==> config.mk <==
export PLATFORM = sky130hd
export DESIGN_NAME = uart_tx_framer
export DESIGN_NICKNAME = d
export VERILOG_FILES = /design/src/rtl/uart_tx_framer.sv
export SDC_FILE = /design/constraint.sdc
export NUM_CORES = 1
export LEC_CHECK = 0
export ABC_CLOCK_PERIOD_IN_PS = 2900
export CORE_MARGIN = 4
export CORE_UTILIZATION = 50
export CTS_CLUSTER_DIAMETER = 30
export DETAILED_ROUTE_END_ITERATION = 12
export HOLD_SLACK_MARGIN = 0.08
export PLACE_DENSITY = 0.72
export RECOVER_POWER = 50
export SETUP_SLACK_MARGIN = 0.15
export SLEW_MARGIN = 20
export SYNTH_ARGS = -nofsm -noshare
export SYNTH_HDL_FRONTEND = slang
export SYNTH_SLANG_ARGS = --single-unit
==> constraint.sdc <==
create_clock -name uart_clk -period 2.9 [get_ports uart_clk]
set_input_delay 0.58 -clock uart_clk [delete_from_list [all_inputs] [get_ports uart_clk]]
set_output_delay 0.58 -clock uart_clk [all_outputs]
set_load 0.05 [all_outputs]
==> src/rtl/uart_tx_framer.sv <==
// UART transmit framer: 1-entry holding register, start/8 data/stop framing paced by baud_clk.
// Define UART_TX_PARITY_EN to insert an even-parity bit between bit 7 and the stop bit(s).
module uart_tx_framer #(
    parameter int   STOP_BITS  = 1,
    parameter logic IDLE_LEVEL = 1'b1
) (
    input  logic       uart_clk,
    input  logic       rst,
    input  logic       baud_clk,
    input  logic [7:0] tx_data,
    input  logic       tx_valid,
    output logic       tx_ready,
    output logic       txd,
    output logic       tx_busy
);

    typedef enum logic [2:0] {
        IDLE,
        START,
        DATA,
`ifdef UART_TX_PARITY_EN
        PARITY,
`endif
        STOP
    } state_t;

    logic       sync1_q, sync1_d;
    logic       sync2_q, sync2_d;
    logic       sync3_q, sync3_d;
    logic [1:0] fill_q, fill_d;
    logic       armed_q, armed_d;
    logic       baud_tick;

    state_t     state_q, state_d;
    logic [7:0] hold_q, hold_d;
    logic       hold_full_q, hold_full_d;
    logic [7:0] shift_q, shift_d;
    logic [2:0] bit_idx_q, bit_idx_d;
    logic       stop_cnt_q, stop_cnt_d;
    logic       txd_q, txd_d;
`ifdef UART_TX_PARITY_EN
    logic       parity_q, parity_d;
`endif

    logic       accept;
    logic       load;
    logic       last_stop;

    // fill_q marks when sync2_q holds a genuine sample; ticks stay disarmed until a real
    // low level is seen, so a baud_clk that is already high at reset release cannot fire.
    always_comb begin
        sync1_d   = baud_clk;
        sync2_d   = sync1_q;
        sync3_d   = sync2_q;
        fill_d    = {fill_q[0], 1'b1};
        armed_d   = armed_q | (fill_q[1] & ~sync2_q);
        baud_tick = sync2_q & ~sync3_q & armed_q;
    end

    assign accept    = tx_valid & ~hold_full_q;
    assign last_stop = (STOP_BITS == 2) ? stop_cnt_q : 1'b1;

    always_comb begin
        state_d    = state_q;
        shift_d    = shift_q;
        bit_idx_d  = bit_idx_q;
        stop_cnt_d = stop_cnt_q;
        txd_d      = txd_q;
        load       = 1'b0;
`ifdef UART_TX_PARITY_EN
        parity_d   = parity_q;
`endif

        case (state_q)
            IDLE: begin
                if (baud_tick && hold_full_q) begin
                    load    = 1'b1;
                    txd_d   = 1'b0;
                    state_d = START;
                end
            end
            START: begin
                if (baud_tick) begin
                    txd_d     = shift_q[0];
                    shift_d   = {1'b0, shift_q[7:1]};
                    bit_idx_d = 3'd0;
                    state_d   = DATA;
                end
            end
            DATA: begin
                if (baud_tick) begin
                    if (bit_idx_q == 3'd7) begin
`ifdef UART_TX_PARITY_EN
                        txd_d      = parity_q;
                        state_d    = PARITY;
`else
                        txd_d      = IDLE_LEVEL;
                        stop_cnt_d = 1'b0;
                        state_d    = STOP;
`endif
                    end else begin
                        txd_d     = shift_q[0];
                        shift_d   = {1'b0, shift_q[7:1]};
                        bit_idx_d = bit_idx_q + 3'd1;
                    end
                end
            end
`ifdef UART_TX_PARITY_EN
            PARITY: begin
                if (baud_tick) begin
                    txd_d      = IDLE_LEVEL;
                    stop_cnt_d = 1'b0;
                    state_d    = STOP;
                end
            end
`endif
            STOP: begin
                if (baud_tick) begin
                    if (last_stop) begin
                        // A waiting byte starts immediately: no idle bit between frames.
                        if (hold_full_q) begin
                            load    = 1'b1;
                            txd_d   = 1'b0;
                            state_d = START;
                        end else begin
                            state_d = IDLE;
                        end
                    end else begin
                        stop_cnt_d = 1'b1;
                    end
                end
            end
            default: begin
                state_d = IDLE;
                txd_d   = IDLE_LEVEL;
            end
        endcase

        if (load) begin
            shift_d  = hold_q;
`ifdef UART_TX_PARITY_EN
            parity_d = ^hold_q;
`endif
        end
    end

    // A reload consumes the old hold_q while a same-cycle accept overwrites it.
    always_comb begin
        hold_full_d = (hold_full_q & ~load) | accept;
        hold_d      = accept ? tx_data : hold_q;
    end

    always_ff @(posedge uart_clk or posedge rst) begin
        if (rst) begin
            sync1_q     <= 1'b0;
            sync2_q     <= 1'b0;
            sync3_q     <= 1'b0;
            fill_q      <= 2'b00;
            armed_q     <= 1'b0;
            state_q     <= IDLE;
            hold_q      <= 8'h00;
            hold_full_q <= 1'b0;
            shift_q     <= 8'h00;
            bit_idx_q   <= 3'd0;
            stop_cnt_q  <= 1'b0;
            txd_q       <= IDLE_LEVEL;
`ifdef UART_TX_PARITY_EN
            parity_q    <= 1'b0;
`endif
        end else begin
            sync1_q     <= sync1_d;
            sync2_q     <= sync2_d;
            sync3_q     <= sync3_d;
            fill_q      <= fill_d;
            armed_q     <= armed_d;
            state_q     <= state_d;
            hold_q      <= hold_d;
            hold_full_q <= hold_full_d;
            shift_q     <= shift_d;
            bit_idx_q   <= bit_idx_d;
            stop_cnt_q  <= stop_cnt_d;
            txd_q       <= txd_d;
`ifdef UART_TX_PARITY_EN
            parity_q    <= parity_d;
`endif
        end
    end

    assign tx_ready = ~hold_full_q;
    assign txd      = txd_q;
    assign tx_busy  = (state_q != IDLE);

endmodule

==> flow_summary.toml, run 1 <==
[outcome]
status = "finished, violations left"
violations = "capacitance limit, slew limit"

[die]
start_util_pct = 52.22
rows = 19
die_w_um = 61.67
ios = 15
fp.coreArea_um2 = 2758
dieHeight_um = 61.67
die-area_um2 = 3803

[power_and_ir_drop]
combPwrFrac_pct = 41.1
irDropWorstVdd_mv = 0.6753
pwr-share-seq_pct = 39.0
swShare_pct = 36.19
power.share.clock_pct = 19.9
powerDensity_nw_per_um2 = 1048
p_switching_uw = 631.0
intPower_uw = 1112
leakage_uw = 0.0007042

[cells_and_area]
area_growth_pct = 15.46
drive_gt1_share_pct = 19.42
multi_input_area_um2 = 641.9
ff_latch_area_um2 = 726.9
n_fill_cell = 244
final_common_cell = "dfrtp_1"
final_cell_mix = "dfrtp_1 (28), clkdlybuf4s50_1 (12), mux2_2 (8)"
instances_no_fill = 170
fin_nets = 156
diodes = 0

[cts]
cts_root_buf = "clkbuf_4"
cts_max_path_buffers = 2
hold_buffers = 0
cts_tree = "built"
cts.clk_slew.worst_paths_ns = 0.09
ctsResizeCount = 0
numCtsBuffers = 5
postCtsSetupBuffers = 0
cts.sink_count = 29
ctsHtreeMaxLevel = 2
clock_latency_ns = 0.32

[min_path]
hold_start = "sync1_q$_DFF_PP0_"
hold_path_class = "reg2reg"

[detailed_routing]
drtIter0Drc = 56
drc = 0
num_vias = 1042
via_per_inst = 6.129
drtAntennaViolNets = 0
firstDrtPassIters = 4
wl_mm = 2.745
routedWlPerCell_um = 16.15

[sta]
hold_viol_final = 0
drv_slew = 30
clock.fmax_mhz = 394.3
rsz0062_at_grt = "false"
fin_tns_setup_ns = 0
setup_viol = 0
worst_slew_pin_slew_ns = 1.530
fin_crit_sh_pct = 87.46
clock_skew_ns = 0.007176
finalCriticalPeriod_ns = 2.536
max-slew-margin-rel_pct = -1.989

[grt]
grt_use_total_pct = 16.64
antenna_found_initial = 0
grt_pass1_vias = 1008
grt_pass1_wl_mm = 4.457
gr-total-overflow = 0
grt_max_degree = 30

[setup_path]
cp.arrival_ns = 1.96
path_max_fanout = 5
cp.required_ns = 2.32
endpoint = "tx_busy"
r2r_cells = 5
r2r-end = "shift_q[7]$_DFFE_PP0P_"
rr_startpoint = "state_q[0]$_DFFE_PP0P_"
startpoint_type = "flip-flop"
worstSetupStartpoint = "state_q[0]$_DFFE_PP0P_"
endpoint_kind = "output port"
rrSetupSlack_ns = 0.97
path_class = "reg2out"

[logic_synthesis]
synth_simple_gate_area_share_pct = 14.60
synthCells = 122
synth.avg_cell_area_um2 = 11.80
synth-compound-area-share_pct = 16.16
synth.area.mux_share_pct = 8.341
syn_area_um2 = 1440
synth_seq_cells = 29
ys_types = 38
ys_warn_count = 0
seq_area_frac_synth_pct = 50.48
synth_top_flop_cell = "dfrtp_1"
synth-xor-area-share_pct = 0
synth_edf_count = 0
synthAdderAreaFrac_pct = 5.213
ys_async_sr_fraction_pct = 100.0
synthesis.nets = 140
synth_top_family_by_area = "compound AO/OA/AOI/OAI gates"

[place]
globalplace.congestion = 0.8055
place_inst = 162
dpl.hpwl_mm = 1.858
port_buffers = 14

[flow_run]
maxCapViolations = 1
## stage by stage
step | power [µW] | util, % | setup slack [ns] | instance area (µm²) | hold WS [ns]
final | 1743 | 60.30 | 0.3635 | 1663 | 0.3605
after global routing | 1860 | 60.30 | 0.2827 | 1663 | 0.3706
after CTS | 1755 | 60.44 | 0.3540 | 1667 | 0.3635
after detailed placement | 1403 | 57.35 | 0.7167 | 1582 | 0.3426
after global placement | 1370 | 57.35 | 0.7780 | 1582 | 0.3387
after floorplan | 1243 | - | 1.131 | 1440 | 0.3312
## cell type report
class	count	area share, %
clock buffer	7	3.311
sequential	29	43.72
timing repair buffer	15	8.653
tap	31	2.333
multi-input combinational	80	38.60
clock inverter	1	1.806
inverter	7	1.580
## routing by layer
| metal | vias to the layer above | share of wire (%) | global-route usage [%] |
|---|---|---|---|
| met5 | - | 0 | 0 |
| met4 | 0 | 2.1 | 9.091 |
| met3 | 5 | 4.7 | 6.080 |
| met2 | 31 | 49 | 24.96 |
| met1 | 515 | 45 | 20.77 |
| li1 | 491 | - | - |
## cell usage after synthesis (all sizes together), types with 2 or more instances
| cell type | n | area, µm² |
|---|---|---|
| and2b | 2 | 17.52 |
| nor2 | 2 | 7.510 |
| mux2 | 10 | 120.1 |
| o2bb2ai | 3 | 26.28 |
| a22oi | 2 | 15.01 |
| a31oi | 7 | 43.79 |
| o21a | 2 | 15.01 |
| nor3 | 7 | 35.03 |
| o31ai | 7 | 52.55 |
| o22ai | 2 | 12.51 |
| dfrtp | 28 | 700.7 |
| nand4 | 7 | 43.79 |
| or2 | 2 | 12.51 |
| inv | 7 | 26.28 |
| a21oi | 2 | 10.01 |
| buf | 6 | 45.04 |
| nand2 | 3 | 11.26 |
| ha | 6 | 75.07 |
## flip-flops by register name, summed over array words and instances (netlist names)
| name | cells |
|---|---|
| sync3_q | 1 |
| hold_q | 8 |
| sync2_q | 1 |
| sync1_q | 1 |
| armed_q | 1 |
| fill_q | 2 |
| shift_q | 8 |
| txd | 1 |
| hold_full_q | 1 |
| bit_idx_q | 3 |
| state_q | 2 |
## how the worst min path moves through the flow
| stage | end | slack (ns) | cells after the start |
|---|---|---|---|
| floorplan | fill_q[1]$_DFF_PP0_ | 0.33 | 0 |
| global placement | fill_q[1]$_DFF_PP0_ | 0.34 | 0 |
| detailed placement | sync2_q$_DFF_PP0_ | 0.34 | 0 |
| CTS | sync2_q$_DFF_PP0_ | 0.36 | 0 |
| global route | sync2_q$_DFF_PP0_ | 0.37 | 0 |
| finish | sync2_q$_DFF_PP0_ | 0.36 | 0 |
## cell families (layout without fill, tap and decap cells)
kind of cell | after synthesis | in the layout
AND/OR/NAND/NOR | 32 | 32
AO/OA/AOI/OAI | 31 | 31
flip-flops | 29 | 29
buffers and inverters | 13 | 30
multiplexers | 10 | 10
adder cells (fa/ha/maj) | 6 | 6
other | 1 | 1
## power by group through the flow
stage / Combinational, µW / Sequential (µW) / Clock (µW)
floorplan: 571 / 672 / 0
global placement: 695 / 675 / 0
detailed placement: 717 / 686 / 0
CTS: 722 / 679 / 353
global route: 784 / 699 / 377
finish: 717 / 680 / 347
## worst max-delay path: stages (launching register included)
cell and delay [ns]:
dfrtp_1 0.40, inv_1 0.09, ha_1 0.27, inv_1 0.08, clkdlybuf4s50_1 0.79
Note: power is estimated with default switching activity, not from simulation.
==> run 2: changes to the inputs <==
--- a/config.mk
+++ b/config.mk
@@ -5,6 +5,7 @@
 export SDC_FILE = /design/constraint.sdc
 export NUM_CORES = 1
 export LEC_CHECK = 0
+export ABC_AREA = 1
 export ABC_CLOCK_PERIOD_IN_PS = 2900
 export CORE_MARGIN = 4
 export CORE_UTILIZATION = 50
==> run 2 against run 1 <==
  * The flow now finishes without violations
  * Clock skew hardly changed
  * Register-to-register slack improved by 0.27 ns
  * Fmax is 1.0% higher
==> flow_summary.toml, run 2 <==
[outcome]
status = "finished, final reports clean"

[logic_synthesis]
synth_common_cells = "nand2_1 (37), dfrtp_1 (28), nand3_1 (27)"
synth.avg_cell_area_um2 = 8.681
synthCells = 161
synth_top_area_cell = "dfrtp_1"
synth_top_flop_cell = "dfrtp_1"
ys_async_sr_fraction_pct = 100.0
syn_area_um2 = 1398
synth_seq_cells = 29
ys_warn_count = 0
synth_top_area_share_pct = 50.13
synthesis.nets = 179
seq_area_frac_synth_pct = 52.01
ys_types = 23
yosysMostFrequentCell = "nand2_1"
synth_edf_count = 0
synth_area_leaders = "dfrtp_1 (50%), nand2_1 (9.9%), nand3_1 (9.7%)"

[cells_and_area]
diodes = 0
fin_nets = 198
finalInstanceArea_um2 = 1613
instances_no_fill = 211
postLayoutCoreUtil_pct = 62.82
final_common_cell = "nand2_1"
drive_gt1_share_pct = 8.840
final_cell_mix = "nand2_1 (38), dfrtp_1 (28), nand3_1 (27)"
n_fill_cell = 232
reg.largest.list = "hold_q: 8 flops, shift_q: 8 flops, bit_idx_q: 3 flops"
area_growth_pct = 15.40

[grt]
gr-total-overflow = 0
grt_pass1_wl_mm = 4.602
grt_max_degree = 21
grt_use_total_pct = 16.93
antenna_found_initial = 0
grt_pass1_vias = 1082

[detailed_routing]
firstDrtPassIters = 4
wl_mm = 2.419
route.met2.wl_mm = 1.163
met1_length_mm = 1.088
drtAntennaViolNets = 0
highest_layer = "met4"
drc = 0
via_per_inst = 4.938
wl_met3_um = 119
num_vias = 1042
routedWlPerCell_um = 11.46
drtIter0Drc = 51

[place]
globalplace.congestion = 0.8589
place_inst = 203
port_buffers = 14
dpl.hpwl_mm = 1.841
dpl_cell_area_um2 = 1556

[power_and_ir_drop]
p_switching_uw = 645.4
power.share.clock_pct = 16.0
swShare_pct = 41.87
intPower_uw = 895.9
leakage_uw = 0.0008447
combPwrFrac_pct = 44.8
irDropWorstVdd_mv = 0.7495
pwr-share-seq_pct = 39.2
powerDensity_nw_per_um2 = 955.7

[sta]
rsz0062_at_grt = "false"
fin_crit_sh_pct = 86.56
fin_tns_setup_ns = 0
worst_slew_pin_slew_ns = 0.7376
setup_viol = 0
drv_slew = 0
clock.fmax_mhz = 398.4
finalCriticalPeriod_ns = 2.510
clock_skew_ns = 0.007563
hold_viol_final = 0
max-slew-margin-rel_pct = 50.77

[setup_path]
cp.required_ns = 2.32
path_common_cell = "inv_1"
crit_chain = "inv_1, ha_1, inv_1, clkdlybuf4s50_1"
cp.arrival_ns = 1.93
rr_startpoint = "state_q[0]$_DFFE_PP0P_"
rrSetupSlack_ns = 1.24
worst-path-buf-inv = 3
endpoint_kind = "output port"
slowest_stage = "clkdlybuf4s50_1"
cp_slowest_stage_delay_ns = 0.80
startpoint_type = "flip-flop"
r2r_cells = 7
path_max_fanout = 4
path_class = "reg2out"
r2r-end = "shift_q[0]$_DFFE_PP0P_"
critical_path.top_delay_family = "buffers and inverters"

[cts]
cts_max_path_buffers = 2
cts_tree = "built"
clock_latency_ns = 0.32
postCtsSetupBuffers = 0
cts_root_buf = "clkbuf_4"
cts.sink_count = 29
hold_buffers = 0
ctsResizeCount = 0
ctsHtreeMaxLevel = 2
cts.clk_slew.worst_paths_ns = 0.09
numCtsBuffers = 5

[min_path]
hold_start = "fill_q[0]$_DFF_PP0_"
hold_end = "fill_q[1]$_DFF_PP0_"
min_path_cells = 0
hold_path_class = "reg2reg"

[die]
fp.coreArea_um2 = 2567
rows = 18
die_w_um = 60.87
ios = 15
die-area_um2 = 3705
start_util_pct = 54.43
dieHeight_um = 60.87

[flow_run]
maxCapViolations = 0
## run 2: cell types whose count changed in the layout (fill, tap and decap cells not counted), moves of 5 or more
| cell | previous run | this run |
|---|---|---|
| nand3_1 | 0 | 27 |
| nand4_1 | 7 | 0 |
| nor3_1 | 7 | 0 |
| a31oi_1 | 7 | 0 |
| nand2_1 | 3 | 38 |
| a21oi_1 | 2 | 7 |
| nor2_1 | 2 | 9 |
| mux2_2 | 8 | 1 |
| inv_1 | 7 | 24 |
| o31ai_1 | 7 | 1 |
## run 2: logic make-up (layout without fill, tap and decap cells)
group | count (synthesis) | count (layout) | share of synthesized area, %
AO/OA/AOI/OAI | 16 | 16 | 6.267
adder cells (fa/ha/maj) | 6 | 6 | 5.371
buffers and inverters | 28 | 48 | 8.594
flip-flops | 29 | 29 | 52.01
multiplexers | 1 | 1 | 0.8057
other | 1 | 1 | 0.2683
AND/OR/NAND/NOR | 80 | 80 | 26.68
## run 2: metrics by stage
stage               hold WS (ns)  setup slack [ns]  power (µW)
floorplan                 0.3312             1.339        1149
detailed placement        0.3362            0.7373        1307
global placement          0.3322            0.7880        1276
finish                    0.3557            0.3897        1541
global route              0.3789            0.2431        1693
CTS                       0.3576            0.3811        1558
## run 2: power groups by stage
stage                     Clock (µW)  Combinational, µW  Sequential (µW)
after floorplan                    0                525              624
after CTS                        256                697              605
after global routing             275                795              622
after global placement             0                672              604
final                            246                690              605
after detailed placement           0                695              612
## run 2: how the worst max path moves through the flow
| stage | startpoint | end | slack (ns) | depth (start not counted) |
|---|---|---|---|---|
| floorplan | state_q[0]$_DFFE_PP0P_ | tx_busy | 1.34 | 3 |
| CTS | state_q[0]$_DFFE_PP0P_ | tx_busy | 0.38 | 4 |
| global route | state_q[1]$_DFFE_PP0P_ | tx_busy | 0.24 | 4 |
| detailed placement | state_q[0]$_DFFE_PP0P_ | tx_busy | 0.74 | 4 |
| finish | state_q[0]$_DFFE_PP0P_ | tx_busy | 0.39 | 4 |
| global placement | state_q[0]$_DFFE_PP0P_ | tx_busy | 0.79 | 4 |
## run 2: layer usage
| metal | GRT usage, % | up-vias |
|---|---|---|
| met3 | 5.957 | 7 |
| met2 | 27.18 | 24 |
| met1 | 20.57 | 462 |
| met5 | 0 | - |
| li1 | - | 549 |
| met4 | 7.430 | 0 |
## run 2: layout make-up
class / count / area (µm²) / area share (%)
Sequential cell: 29 / 726.9 / 45.07
Multi-Input combinational cell: 104 / 548.0 / 33.98
Timing Repair Buffer: 15 / 147.6 / 9.154
Inverter: 25 / 93.84 / 5.818
Clock buffer: 8 / 58.81 / 3.646
Tap cell: 30 / 37.54 / 2.327
## run 2: worst register-to-register path: cells and delay by family, from the launching register on
| kind | cells | cell delay [ns] |
|---|---|---|
| simple gates | 5 | 0.77 |
| flops | 1 | 0.40 |
| fa+ha+maj | 1 | 0.35 |
| buf+inv | 1 | 0.08 |
